===== config.mk =====
export PLATFORM = sky130hd
export DESIGN_NAME = sense_ctrl
export DESIGN_NICKNAME = d
export VERILOG_FILES = /design/src/rtl/sense_pkg.sv /design/src/rtl/sync_2ff.sv /design/src/rtl/sense_ctrl.sv
export SDC_FILE = /design/constraint.sdc
export NUM_CORES = 1
export LEC_CHECK = 0
export ABC_AREA = 1
export BUFFER_PORTS_ARGS = -buffer_cell sky130_fd_sc_hd__buf_2
export CORE_ASPECT_RATIO = 2
export CORE_MARGIN = 2
export CORE_UTILIZATION = 35
export DETAILED_ROUTE_END_ITERATION = 10
export PLACE_DENSITY = 0.58
export SYNTH_ARGS = -nofsm -noshare
export SYNTH_HDL_FRONTEND = slang
export SYNTH_SLANG_ARGS = --single-unit
export TNS_END_PERCENT = 10

===== constraint.sdc =====
create_clock -name clk -period 4.3 [get_ports clk]
set_input_delay 0.43 -clock clk [delete_from_list [all_inputs] [get_ports clk]]
set_output_delay 0.43 -clock clk [all_outputs]
set_load 0.01 [all_outputs]

===== src/rtl/sense_pkg.sv =====
// Shared types and default timing for the LED/comparator sense controller.
package sense_pkg;

  typedef enum logic [2:0] {
    ST_IDLE   = 3'd0,
    ST_CLR    = 3'd1,
    ST_SETTLE = 3'd2,
    ST_SAMPLE = 3'd3,
    ST_REPORT = 3'd4,
    ST_GAP    = 3'd5
  } state_e;

  localparam int DEF_SETTLE_CYC = 16;
  localparam int DEF_SAMPLE_WIN = 8;
  localparam int DEF_THRESH     = 5;

  // Longest gap: period_sel = 7 gives 2^11 cycles.
  localparam int GAP_MAX = 2048;

  localparam logic [7:0] EVT_MAX = 8'd255;

  function automatic int max3(input int a, input int b, input int c);
    int m;
    m = a;
    if (b > m) begin
      m = b;
    end else begin
      m = m;
    end
    if (c > m) begin
      m = c;
    end else begin
      m = m;
    end
    return m;
  endfunction

endpackage


===== src/rtl/sync_2ff.sv =====
// Two-flop synchronizer for bringing asynchronous analog-side signals into clk.
module sync_2ff #(
  parameter int WIDTH = 1
) (
  input  logic             clk,
  input  logic             rst_n,
  input  logic [WIDTH-1:0] d,
  output logic [WIDTH-1:0] q
);

  logic [WIDTH-1:0] meta_q;
  logic [WIDTH-1:0] sync_q;

  // Metastability stage followed by the stable output stage.
  always_ff @(posedge clk) begin
    if (!rst_n) begin
      meta_q <= {WIDTH{1'b0}};
      sync_q <= {WIDTH{1'b0}};
    end else begin
      meta_q <= d;
      sync_q <= meta_q;
    end
  end

  assign q = sync_q;

endmodule


===== src/rtl/sense_ctrl.sv =====
// Sense controller: clears the analog latch, lights the LED, counts comparator
// hits over a fixed window and reports a held detect plus a saturating event count.
module sense_ctrl
  import sense_pkg::*;
#(
  parameter int SETTLE_CYC = DEF_SETTLE_CYC,
  parameter int SAMPLE_WIN = DEF_SAMPLE_WIN,
  parameter int THRESH     = DEF_THRESH
) (
  input  logic       clk,
  input  logic       rst_n,
  input  logic       cmp_in,
  input  logic       start,
  input  logic       cont_mode,
  input  logic [2:0] period_sel,
  input  logic       clr_cnt,
  output logic       latch_rst,
  output logic       led_en,
  output logic       busy,
  output logic       sample_valid,
  output logic       detect,
  output logic [7:0] evt_cnt
);

  localparam int HITS_W = $clog2(SAMPLE_WIN + 1);
  localparam int CNT_W  = $clog2(max3(SETTLE_CYC, SAMPLE_WIN, GAP_MAX));

  localparam logic [CNT_W-1:0] CNT_ZERO    = {CNT_W{1'b0}};
  localparam logic [CNT_W-1:0] CNT_ONE     = {{(CNT_W-1){1'b0}}, 1'b1};
  localparam logic [CNT_W-1:0] SETTLE_LAST = CNT_W'(SETTLE_CYC - 1);
  localparam logic [CNT_W-1:0] SAMPLE_LAST = CNT_W'(SAMPLE_WIN - 1);

  state_e              state_q, state_d;
  logic [CNT_W-1:0]    cnt_q, cnt_d;
  logic [HITS_W-1:0]   hits_q, hits_d;
  logic                latch_rst_q, latch_rst_d;
  logic                led_en_q, led_en_d;
  logic                busy_q, busy_d;
  logic                sample_valid_q, sample_valid_d;
  logic                detect_q, detect_d;
  logic [7:0]          evt_cnt_q, evt_cnt_d;
  logic                cmp_sync;
  logic [CNT_W-1:0]    gap_last;
  logic                report_d;
  logic                hit_ok;

  sync_2ff #(
    .WIDTH (1)
  ) u_cmp_sync (
    .clk   (clk),
    .rst_n (rst_n),
    .d     (cmp_in),
    .q     (cmp_sync)
  );

  // Loading the counter on GAP entry is what captures period_sel; at the
  // largest setting the shift wraps to zero and the subtraction yields all ones.
  assign gap_last = (CNT_ONE << ({1'b0, period_sel} + 4'd4)) - CNT_ONE;

  // Sequencer: next state, phase counter and hit accumulation.
  always_comb begin
    state_d = state_q;
    cnt_d   = cnt_q;
    hits_d  = hits_q;
    case (state_q)
      ST_IDLE: begin
        if (start) begin
          state_d = ST_CLR;
          hits_d  = {HITS_W{1'b0}};
        end else begin
          state_d = ST_IDLE;
        end
      end
      ST_CLR: begin
        state_d = ST_SETTLE;
        cnt_d   = SETTLE_LAST;
      end
      ST_SETTLE: begin
        if (cnt_q == CNT_ZERO) begin
          state_d = ST_SAMPLE;
          cnt_d   = SAMPLE_LAST;
        end else begin
          cnt_d   = cnt_q - CNT_ONE;
        end
      end
      ST_SAMPLE: begin
        hits_d = hits_q + HITS_W'(cmp_sync);
        if (cnt_q == CNT_ZERO) begin
          state_d = ST_REPORT;
        end else begin
          cnt_d   = cnt_q - CNT_ONE;
        end
      end
      ST_REPORT: begin
        if (cont_mode) begin
          state_d = ST_GAP;
          cnt_d   = gap_last;
        end else begin
          state_d = ST_IDLE;
        end
      end
      ST_GAP: begin
        if (cnt_q != CNT_ZERO) begin
          cnt_d = cnt_q - CNT_ONE;
        end else if (cont_mode) begin
          state_d = ST_CLR;
          hits_d  = {HITS_W{1'b0}};
        end else begin
          state_d = ST_IDLE;
        end
      end
      default: begin
        state_d = ST_IDLE;
        cnt_d   = CNT_ZERO;
        hits_d  = {HITS_W{1'b0}};
      end
    endcase
  end

  // Output flops are fed from the next state so they line up with state_q.
  always_comb begin
    report_d       = (state_d == ST_REPORT);
    hit_ok         = (32'(hits_d) >= 32'($unsigned(THRESH)));
    latch_rst_d    = (state_d == ST_CLR);
    led_en_d       = (state_d == ST_SETTLE) || (state_d == ST_SAMPLE);
    busy_d         = (state_d != ST_IDLE);
    sample_valid_d = report_d;
    if (report_d) begin
      detect_d = hit_ok;
    end else begin
      detect_d = detect_q;
    end
    if (clr_cnt) begin
      evt_cnt_d = 8'd0;
    end else if (report_d && hit_ok && (evt_cnt_q != EVT_MAX)) begin
      evt_cnt_d = evt_cnt_q + 8'd1;
    end else begin
      evt_cnt_d = evt_cnt_q;
    end
  end

  // State, counters and outputs, all with synchronous reset.
  always_ff @(posedge clk) begin
    if (!rst_n) begin
      state_q        <= ST_IDLE;
      cnt_q          <= CNT_ZERO;
      hits_q         <= {HITS_W{1'b0}};
      latch_rst_q    <= 1'b0;
      led_en_q       <= 1'b0;
      busy_q         <= 1'b0;
      sample_valid_q <= 1'b0;
      detect_q       <= 1'b0;
      evt_cnt_q      <= 8'd0;
    end else begin
      state_q        <= state_d;
      cnt_q          <= cnt_d;
      hits_q         <= hits_d;
      latch_rst_q    <= latch_rst_d;
      led_en_q       <= led_en_d;
      busy_q         <= busy_d;
      sample_valid_q <= sample_valid_d;
      detect_q       <= detect_d;
      evt_cnt_q      <= evt_cnt_d;
    end
  end

  assign latch_rst    = latch_rst_q;
  assign led_en       = led_en_q;
  assign busy         = busy_q;
  assign sample_valid = sample_valid_q;
  assign detect       = detect_q;
  assign evt_cnt      = evt_cnt_q;

endmodule


## Word-level counts from Yosys, hierarchy flattened

Index checks and enable logic that the tools add are counted.

- Flip-flop bits (word level): 33
- Bits of input ports: 9
- Output and inout port bits: 13
- Logic and storage cells: 59

- Add/subtract/negate cells: 5
- $lt $le $gt $ge: 1
- Equal/unequal tests: 13
- Shifts and indexed selects: 1
- Muxes and demuxes: 16
- Bitwise gates (word level): 2
- Reductions and logical operators: 10

Operators by type and width:

| operator | count |
|---|---|
| case mux 11 bit (6 select lines) | 1 |
| two-way mux 11 bit | 4 |
| subtractor 11 x 1 -> 11 bit (second input constant) | 2 |
| case mux 3 bit (6 select lines) | 1 |
| case mux 4 bit (4 select lines) | 1 |
| equality test 3 x 2 -> 1 bit (second input constant) | 4 |
| two-way mux 3 bit | 4 |
| two-way mux 4 bit | 3 |
| logical NOT 11 bit | 1 |
| nonzero test 11 bit | 1 |
| << shifter 1 x 4 -> 11 bit (first input constant) | 1 |
| equality test 3 bit (second input constant) | 3 |
| adder 8 x 1 -> 8 bit (second input constant) | 1 |
| != test 8 bit (second input constant) | 1 |
| equality test 3 x 1 -> 1 bit (second input constant) | 2 |
| != test 2 bit (second input constant) | 3 |
| adder 3 x 3 -> 4 bit (second input constant) | 1 |
| adder 4 x 1 -> 4 bit | 1 |
| >= comparator 4 x 3 -> 1 bit (second input constant) | 1 |
| AND reduction 4 bit | 1 |
| logical NOT 3 bit | 1 |
| nonzero test 3 bit | 1 |
| OR reduction 3 bit | 1 |
| logical AND 1 bit | 2 |
| 4 further kinds | 6 |

## Logic depth before layout (Yosys ltp)

- Word-level depth: 6
- Depth in mapped cells: 15
- Mapped depth without buffers: 15

## Cells and area by module

From an unflattened synthesis, not the netlist that was laid out.

- Cell total of the unflattened synthesis: 278
- Area, all modules: 1928.1 µm²

Modules (own cells, without submodules):

| module | times used | cells an instance | area each (µm²) | sequential area each (µm²) |
|---|---|---|---|---|
| sense_ctrl | 1 | 272 | 1873.0 | 620.6 |
| sync_2ff | 1 | 6 | 55.1 | 40.0 |

## Worst setup path after synthesis

Ideal clock, no wire load.

- Kind: reg-to-reg
- Start point: register cnt_q[0]
- End point: register evt_cnt_q[0], in the netlist evt_cnt[0]
- Setup time: 113 ps
- Arrival time: 1556 ps
- Data required time: 4187 ps
- Setup slack: 2631 ps
- Cell stages (with the launch flop): 16
- Buffers on the path: 0
- Period minus slack after synthesis: 1669 ps
- Cell sequence: dfxtp_1 > inv_1 > ha_1 > nand2_2 > nor2_4 > nand3_2 > nand2_2 > nand3_2 > nand2_1 > nand2_1 > nand2_2 > nand2_4 > nand3_4 > nand2_1 > nand2_1 > nor2_1

- Word-level cells in the longest chain between the ends: 6
- Elaborated cells between the ends (all ways): 12
- Classes of those cells: order compare: 1; eq/ne: 1; mux: 6; reduce/logical: 4

Ends and longest elaborated chain:

| element | line | source |
|---|---|---|
| start: declaration | sense_ctrl.sv:34 | `logic [CNT_W-1:0] cnt_q, cnt_d;` |
| start signal: assignment | sense_ctrl.sv:156 | `cnt_q <= cnt_d;` |
| nonzero test 11 bit or logical NOT 11 bit (tied branches) | sense_ctrl.sv:103, sense_ctrl.sv:79, sense_ctrl.sv:88 |  |
| two-way mux 4 bit (tied with other cells) | sense_ctrl.sv:103 | `if (cnt_q != CNT_ZERO) begin` |
| case mux 4 bit (4 select lines) or case mux 3 bit (6 select lines) (tied branches) | sense_ctrl.sv:65 | `case (state_q)` |
| >= comparator 4 x 3 -> 1 bit or equality test 3 bit (tied branches) | sense_ctrl.sv:123, sense_ctrl.sv:122 |  |
| logical AND 1 bit (*) (2 in a row) | sense_ctrl.sv:135 | `end else if (report_d && hit_ok && (evt_cnt_q != EVT_MAX)) begin` |
| end signal: assignment | sense_ctrl.sv:163 | `evt_cnt_q <= evt_cnt_d;` |
| end: declaration | sense_ctrl.sv:41 | `logic [7:0] evt_cnt_q, evt_cnt_d;` |

Mark *: on every way between the ends. The rest lies on a longest branch, timed or not.
A chain may end at the register's enable or synchronous reset.

## Worst setup path in the final report

- Start point: register cnt_q[0]
- End point: register busy_q, in the netlist busy

- Word-level cells in the longest chain between the ends: 4
- Elaborated cells between the ends (all ways): 7
- Classes of those cells: mux: 4; reduce/logical: 3

Ends and longest elaborated chain:

| element | line | source |
|---|---|---|
| nonzero test 11 bit or logical NOT 11 bit (tied branches) | sense_ctrl.sv:103, sense_ctrl.sv:79, sense_ctrl.sv:88 |  |
| two-way mux 3 bit (on tied branches) | sense_ctrl.sv:103, sense_ctrl.sv:79, sense_ctrl.sv:88 |  |
| case mux 3 bit (6 select lines) (*) | sense_ctrl.sv:65 |  |
| nonzero test 3 bit (*) | sense_ctrl.sv:126 | `busy_d = (state_d != ST_IDLE);` |
| end signal: assignment | sense_ctrl.sv:160 | `busy_q <= busy_d;` |
| end: declaration | sense_ctrl.sv:38 | `logic busy_q, busy_d;` |

Marks and branches as above.

==> metrics <==
run status=completed; ys async rst share=0; I/O Pins=22; most frequent cells in the layout=nand2_1 (58), dfxtp_1 (33), inv_1 (31); sw frac=0.4071; CTS sink count=33; top cells by area, synth=dfxtp_1 (34%), nand2_1 (11%), a21oi_1 (6.5%); clk_lat worst skew=0.30 ns; Vias=about 1800; ANT cells=0; layout overhead on the synthesized area=13.32%; share of cells above drive strength 1=0.1906; Global Route Usage Sum=0.1707; Max Buffers Root-to-Sink=2; minimum clock period=~2.2 ns; area leader, netlist=dfxtp_1; pwr/cell area=455.3 nW/µm²; Post-Syn Area per Cell=between 7 and 8 µm²; post-synth cell types=34; Fillers=~620; Worst Slack Setup Final=2.121 ns; worst slew pin tran=0.7882 ns; crit path kind=register to register; TritonCTS clock tree=yes; crit path capture type=register; MaxCap Viol Count=0; R2R setup slack=2.12 ns; Post-synth EDFFs=0; Vert. Die Dim=108.6 µm; share of the synthesized area in the top cell type=0.3449; Top FF cell, synth=dfxtp_1; initial core utilization=0.3565; Max VDD drop=0.1901 mV; Setup TNS Final=0 ns; Max transition margin=0.4726; Reg power frac=0.358; synthesized flop and latch total=33; register area share after synthesis=0.3449; DRC=0; f_max=roughly 460 MHz; largest fanout on the critical path=11; area of the multi-input gates=1097 µm²; final worst path period share=0.5068; Syn. warnings=0; placed cell count=351; Core ar.=roughly 5400 µm²; H-tree Lvls=2; DIE AREA=6117 µm²; initial antenna violation count=0; largest net degree at the start of global routing=23; path type of the worst min-delay path=primary input to register; RSZ-0062 raised after global routing=false; Clock Power Share=0.241; hold buffers post-CTS=0; Max Slew Vio Count=0; number of buffers created by CTS=5; final-report setup violation count=0; Cell Area, Synth=around 1900 µm²; DRT Pass-1 Iters=4; final setup skew=0.006364 ns; Switch Pwr=402.4 µW; internal power=586.0 µW; Worst EP arrival=2.40 ns; Reg area=660.6 µm²; CTS clock-pin slew for the worst setup and hold paths=0.08 ns; Syn Inst Count=273; final HPWL from detailed placement=3757 µm; First DRT Iteration DRCs=just under 50; vias in the first global route=1801; Antenna Nets Post-Route=0; most common cell after layout, fill and taps aside=nand2_1; Port-buffer cells=21; Die W=around 56 µm; GRT overflow=0; Post-Route WL=4783 µm; Req. time, crit path=~4.5 ns; first-pass GRT wire length=7955 µm; post-cts sizing count=0; Post-Layout Cell Count=roughly 360; DR WL/cell=13.32 µm; row count=38; Lkg Pwr=0.001009 µW; Placer Congestion=slightly below 0.9; DP Worst Slack=about 2.1 ns; number of vias per cell=5.075; final hold vios=0; critical path launch point type=register; post-CTS setup buffer count=0; fin nets=312; Root Buffer=clkbuf_8; final core utilization=0.4041; Tot Pwr=988.4 µW; Comb pwr share=0.401
[area by class of cell]
cell class / count / share of cell area
Multi-Input combinational cell: 199 / 0.5055
Sequential cell: 33 / 0.3043
Inverter: 37 / 0.06398
Timing Repair Buffer: 22 / 0.05187
Tap cell: 60 / 0.03458
Clock buffer: 5 / 0.03170
Clock inverter: 3 / 0.008069
[routing by layer]
metal  track usage  up-vias  wire length, µm
met5             0        -                0
met4        0.1105        0              236
met3       0.02610       18              150
met2        0.3496       41             2745
met1        0.1440      838             1650
li1              -      925                -
[cells in the mapped netlist, types with 2 or more instances]
cell type  number
nor2_1         28
buf_2           3
nand4_1         7
nand3_1        11
o21ai_1         3
inv_1          31
inv_2           6
nor2_2          4
nor3_1          4
ha_1            5
nor2_4          2
o21ai_0        10
nand2_1        58
nand3_2         5
dfxtp_1        33
a21oi_1        25
xor2_1         14
nand2_2         5
clkbuf_1        2
o22ai_1         2
xnor2_1         2
[per-stage QoR]
stage / instance area [µm²] / hold WS [ns]
global placement: 2085 / 0.3963
finish: 2171 / 0.3159
floorplan: 1919 / 0.3900
global route: 2171 / 0.3565
CTS: 2171 / 0.3124
detailed placement: 2085 / 0.3976
[cell families after synthesis]
logic type	after synthesis	synth area share
other	1	0.001958
flip-flops	33	0.3449
AND/OR/NAND/NOR	130	0.3318
buffers and inverters	42	0.08426
AO/OA/AOI/OAI	46	0.1313
XOR/XNOR	16	0.07316
adder cells (fa/ha/maj)	5	0.03266
[flip-flops by register name, indices dropped and copies added (netlist names)]
register	count
busy	1
cnt_q	11
detect	1
evt_cnt	8
hits_q	4
latch_rst	1
led_en	1
sample_valid	1
state_q	3
u_cmp_sync.meta_q	1
u_cmp_sync.q	1
[power by group through the flow]
stage	registers, µW	clock network, µW	logic [µW]
2_1_floorplan	363	0	304
3_3_place_gp	361	0	398
5_1_grt	358	253	444
6_report	354	238	396
4_1_cts	354	243	400
3_5_place_dp	362	0	399
[final timing paths]
| check | end | depth (start not counted) | start |
|---|---|---|---|
| max | busy$_SDFF_PN0_ | 10 | cnt_q[0]$_SDFFE_PN0P_ |
| min | u_cmp_sync.meta_q$_SDFF_PN0_ | 3 | cmp_in |
| max reg2reg | busy$_SDFF_PN0_ | 10 | cnt_q[0]$_SDFFE_PN0P_ |
| min reg2reg | u_cmp_sync.q$_SDFF_PN0_ | 2 | u_cmp_sync.meta_q$_SDFF_PN0_ |
[critical path: stages (launching register included)]
cell,delay [ns]
dfxtp_1,0.33
inv_1,0.09
ha_1,0.22
nand2_2,0.10
nor2_4,0.15
nand2_1,0.13
nor2_1,0.62
a211oi_1,0.19
nand2_1,0.14
nor2_1,0.06
nor2_1,0.08
No activity file was read; power rests on OpenSTA's default activity.
